### src/rtl/i2s_modport_pkg.sv
// Shared types and frame constants for the i2s_modport dual-link I2S master.
// Optional RX path is enabled with `define I2S_MODPORT_RX_EN.
package i2s_modport_pkg;

    localparam int unsigned WORD_W      = 32;
    localparam int unsigned FRAME_SLOTS = 64;

    typedef logic [5:0]        slot_t;
    typedef logic [WORD_W-1:0] word_t;

    localparam slot_t LEFT_LAST   = 6'd31;
    localparam slot_t RIGHT_LAST  = 6'd63;
    localparam slot_t LEFT_FIRST  = 6'd0;
    localparam slot_t RIGHT_FIRST = 6'd32;

    // WS leads the data by one slot: it reflects the word owning the slot after s.
    function automatic logic ws_for_slot(input slot_t s);
        slot_t nxt;
        nxt = s + 6'd1;
        return nxt[5];
    endfunction

endpackage

### src/rtl/i2s_modport_clkgen.sv
// SCK divider, slot counter and word-select register shared by both I2S links.
// Built identically whether or not I2S_MODPORT_RX_EN is defined.
module i2s_modport_clkgen
    import i2s_modport_pkg::*;
#(
    parameter int unsigned SCK_DIV = 4
) (
    input  logic       wb_clk_i,
    input  logic       wb_rst_ni,
    output logic       sck,
    output logic       ws,
    output logic       fall_stb,
    output logic       rise_stb,
    output logic [5:0] p,
    output logic [5:0] p_nxt
);

    localparam int unsigned DIV_W = (SCK_DIV > 1) ? $clog2(SCK_DIV) : 1;
    localparam logic [DIV_W-1:0] DIV_LAST = DIV_W'(SCK_DIV - 1);

    logic [DIV_W-1:0] div_cnt;
    logic             div_wrap;

    assign div_wrap = (div_cnt == DIV_LAST);
    assign fall_stb = div_wrap & sck;
    assign rise_stb = div_wrap & ~sck;
    assign p_nxt    = p + 6'd1;

    always_ff @(posedge wb_clk_i or negedge wb_rst_ni) begin
        if (!wb_rst_ni) begin
            div_cnt <= '0;
            sck     <= 1'b0;
            p       <= RIGHT_LAST;
            ws      <= 1'b0;
        end else begin
            if (div_wrap) begin
                div_cnt <= '0;
                sck     <= ~sck;
            end else begin
                div_cnt <= div_cnt + DIV_W'(1);
            end
            if (fall_stb) begin
                p  <= p_nxt;
                ws <= ws_for_slot(p_nxt);
            end
        end
    end

endmodule

### src/rtl/i2s_modport.sv
// Dual-link I2S master: 32-bit TX on link 1, 32-bit RX on link 2, one timing generator.
// RX path is built only when `define I2S_MODPORT_RX_EN; otherwise its outputs are tied low.
module i2s_modport
    import i2s_modport_pkg::*;
#(
    parameter int unsigned SCK_DIV = 4
) (
    input  logic              wb_clk_i,
    input  logic              wb_rst_ni,
    input  logic [WORD_W-1:0] txm_dat_i,
    output logic              txm_int_o,
    output logic              i2s_sck1,
    output logic              i2s_ws1,
    output logic              i2s_sd1,
    output logic              i2s_sck2,
    output logic              i2s_ws2,
    input  logic              i2s_sd2,
    output logic [WORD_W-1:0] rxm_dat_o,
    output logic              rxm_int_o
);

    logic       sck;
    logic       ws;
    logic       fall_stb;
    logic       rise_stb;
    logic [5:0] p;
    logic [5:0] p_nxt;

    i2s_modport_clkgen #(
        .SCK_DIV(SCK_DIV)
    ) u_clkgen (
        .wb_clk_i (wb_clk_i),
        .wb_rst_ni(wb_rst_ni),
        .sck      (sck),
        .ws       (ws),
        .fall_stb (fall_stb),
        .rise_stb (rise_stb),
        .p        (p),
        .p_nxt    (p_nxt)
    );

    word_t tx_sreg;
    logic  tx_load;

    assign tx_load = fall_stb && (p_nxt == LEFT_FIRST || p_nxt == RIGHT_FIRST);

    always_ff @(posedge wb_clk_i or negedge wb_rst_ni) begin
        if (!wb_rst_ni) begin
            tx_sreg   <= '0;
            txm_int_o <= 1'b0;
        end else begin
            txm_int_o <= tx_load;
            if (tx_load) begin
                tx_sreg <= txm_dat_i;
            end else if (fall_stb) begin
                tx_sreg <= {tx_sreg[WORD_W-2:0], 1'b0};
            end
        end
    end

    assign i2s_sck1 = sck;
    assign i2s_ws1  = ws;
    assign i2s_sd1  = tx_sreg[WORD_W-1];

`ifdef I2S_MODPORT_RX_EN
    word_t rx_sreg;
    word_t rx_word;
    logic  rx_valid;

    assign rx_word = {rx_sreg[WORD_W-2:0], i2s_sd2};

    // rx_valid arms on entry to slot 0 so the partial slot 63 after reset is never published.
    always_ff @(posedge wb_clk_i or negedge wb_rst_ni) begin
        if (!wb_rst_ni) begin
            rx_sreg   <= '0;
            rx_valid  <= 1'b0;
            rxm_dat_o <= '0;
            rxm_int_o <= 1'b0;
        end else begin
            rxm_int_o <= 1'b0;
            if (fall_stb && p_nxt == LEFT_FIRST) begin
                rx_valid <= 1'b1;
            end
            if (rise_stb) begin
                rx_sreg <= rx_word;
                if (rx_valid && (p == LEFT_LAST || p == RIGHT_LAST)) begin
                    rxm_dat_o <= rx_word;
                    rxm_int_o <= 1'b1;
                end
            end
        end
    end

    assign i2s_sck2 = sck;
    assign i2s_ws2  = ws;
`else
    logic unused_rx;

    assign unused_rx = &{1'b0, i2s_sd2, rise_stb, p};
    assign i2s_sck2  = 1'b0;
    assign i2s_ws2   = 1'b0;
    assign rxm_dat_o = '0;
    assign rxm_int_o = 1'b0;
`endif

endmodule

### config.mk
export PLATFORM = sky130hd
export DESIGN_NAME = i2s_modport
export DESIGN_NICKNAME = d
export VERILOG_FILES = /design/src/rtl/i2s_modport_pkg.sv /design/src/rtl/i2s_modport_clkgen.sv /design/src/rtl/i2s_modport.sv
export SDC_FILE = /design/constraint.sdc
export NUM_CORES = 1
export LEC_CHECK = 0
export CORE_MARGIN = 5
export CORE_UTILIZATION = 47
export DETAILED_ROUTE_END_ITERATION = 16
export PLACE_DENSITY = 0.85
export SYNTH_ARGS = -nofsm -noshare
export SYNTH_HDL_FRONTEND = slang
export SYNTH_HIERARCHICAL = 1
export SYNTH_SLANG_ARGS = --single-unit
### constraint.sdc
create_clock -name wb_clk_i -period 2.4 [get_ports wb_clk_i]
set_input_delay 0.48 -clock wb_clk_i [delete_from_list [all_inputs] [get_ports wb_clk_i]]
set_output_delay 0.48 -clock wb_clk_i [all_outputs]
set_load 0.02 [all_outputs]
==> flow_summary.toml <==
[timing]
fin_skew_ns = 0.0134
rsz0062_at_grt = "no"
worst_pin_slew_ns = 0.654
setup_slack_ns = 0.222
tns_ns = 0
slew_violations = 0
max_freq_mhz = 459
setup_viol = 0
hold_viol = 0
relSlewSlack_pct = 56.3
period_minus_slack_ns = 2.18
period_share_pct = 90.7

[floorplan]
die_h_um = 80.6
start_util_pct = 48.9
die_w_um = 80.6
core_area_mm2 = 0.00479
dieArea_mm2 = 0.00650
io_pins = 74
rows = 25

[final_layout]
diodes = 0
final_util_pct = 57.1
layout-drive-gt1-share_pct = 10.2
final_net_count = 330
final_cell_area_mm2 = 0.00273
flow.area_growth_from_synthesis_pct = 16.6

[pwr]
p_switching_mw = 0.343
switching_share_pct = 25.9
powerDensity_mw_per_mm2 = 485
leakage_nw = 1.12
cellInternalPower_mw = 0.981
p_seq_share_pct = 54.7
power_mw = 1.32
clkPwrFrac_pct = 36.2
ir_worst_vdd_v = 0.000348
combPwrFrac_pct = 9.0

[global_route]
grt_max_degree = 33
grt_overflow = 0
grtUsageTotal_pct = 14.9
antenna_found_initial = 0
grt_first_pass_wirelength_mm = 7.53
grt_pass1_vias = 1650

[clocking]
cts-buffers-inserted = 5
cts_root_buffer = "clkbuf_8"
cts_hold_buf = 0
insertion_delay_ns = 0.31
htree_levels = 2
clockBufferDepth = 2
cts.clk_slew.worst_paths_ns = 0.10
cts.sinks = 43
tritoncts = "done"

[worst_setup_path]
crit_fanout = 32
worstPathRequired_ns = 2.58
endpoint_kind = "flop"
crit_type = "reg -> reg"
cp.arrival_ns = 2.36
critPathLaunchType = "flop"

[route]
wl_per_cell_um = 13.4
post-route-drc-count = 0
ant_nets = 0
routed_via_density = 5.11
firstDrtPassIters = 4
routed_wl_mm = 4.85
vias = 1843
drt_iter0_markers = 137

[yosys]
ys_warn_count = 6
syn_area_mm2 = 0.00234
synth.avg_cell_area_um2 = 9.01
synthesis.instances = 260

[status]
status = "complete, no violations"

[placement]
finalWeightedCongestion = 0.762
dp_hpwl_mm = 3.43
pre_cts_ws_ns = 0.146
io_buffers = 37
placed_area_mm2 = 0.00263

[flow_run]
cap_violations = 0

[worst_hold_path]
hold_class = "in -> async"
flip-flops by register name (all words and copies together) (netlist names):
name	flops
tx_sreg	32
txm_int_o	1
u_clkgen/div_cnt	2
u_clkgen/p	6
u_clkgen/sck	1
u_clkgen/ws	1
power groups by stage:
stage          combinational, mW  clock, mW  sequential, mW
2_1_floorplan             0.0919          0           0.739
3_3_place_gp               0.119          0           0.738
3_5_place_dp               0.119          0           0.738
4_1_cts                    0.120      0.490           0.724
5_1_grt                    0.130      0.520           0.725
6_report                   0.120      0.480           0.724
routing by layer:
layer	part of all wire [%]	track usage (%)	vias up	wire [um]
met3	6.7	4.04	8	327
met2	47	23.6	59	2260
met1	45	19.3	866	2170
met4	1.9	6.25	0	93
li1	-	-	910	-
met5	0	0	-	0
worst max-delay path, cell delays in order, from the launching register on:
cell     delay [ns]
dfstp_2        0.56
ha_1           0.21
nand3_1        0.11
xnor2_1        0.18
or4b_4         0.69
o21ai_0        0.22
a31oi_1        0.10
cell usage in the layout, fill, tap and decap left out, types with 4 or more instances in the layout:
cell / n
dfstp_2: 6
a31oi_1: 31
dfrtp_1: 37
buf_4: 8
xnor2_1: 4
o21ai_1: 30
conb_1: 35
nand2_1: 4
a21oi_1: 25
nor2_1: 35
nand3_1: 10
xor2_1: 5
clkbuf_8: 5
clkdlybuf4s50_1: 36
area by class of cell:
class	count	area, um2
Inverter	3	11.3
Clock inverter	3	23.8
Timing Repair Buffer	45	425
Tap cell	67	83.8
Clock buffer	5	68.8
Multi-Input combinational cell	195	1030
Sequential cell	43	1080
Fill cell	425	2050
final timing paths:
path | endpoint | from | cells after the start | slack, ns
max in group asynchronous | u_clkgen/p[1] | wb_rst_ni | 2 | 1.57
setup / recovery | tx_sreg[25] | u_clkgen/p[0] | 6 | 0.22
hold / removal | tx_sreg[16] | wb_rst_ni | 1 | 0.19
hold reg to reg | u_clkgen/div_cnt[0] | u_clkgen/div_cnt[0] | 1 | 0.44
min in group wb_clk_i | u_clkgen/div_cnt[0] | u_clkgen/div_cnt[0] | 1 | 0.44
setup reg to reg | tx_sreg[25] | u_clkgen/p[0] | 6 | 0.22
through the flow:
stage	std cells	hold WS, ns
6_report	361	0.186
5_1_grt	361	0.239
4_1_cts	361	0.206
3_5_place_dp	353	0.423
3_3_place_gp	353	0.416
2_1_floorplan	294	0.184
repair_timing:
item,CTS,global route
resized for setup,0,1
buffers inserted,0,0
endpoints found under the setup margin,0,13
Power figures use the tool's default switching activity.
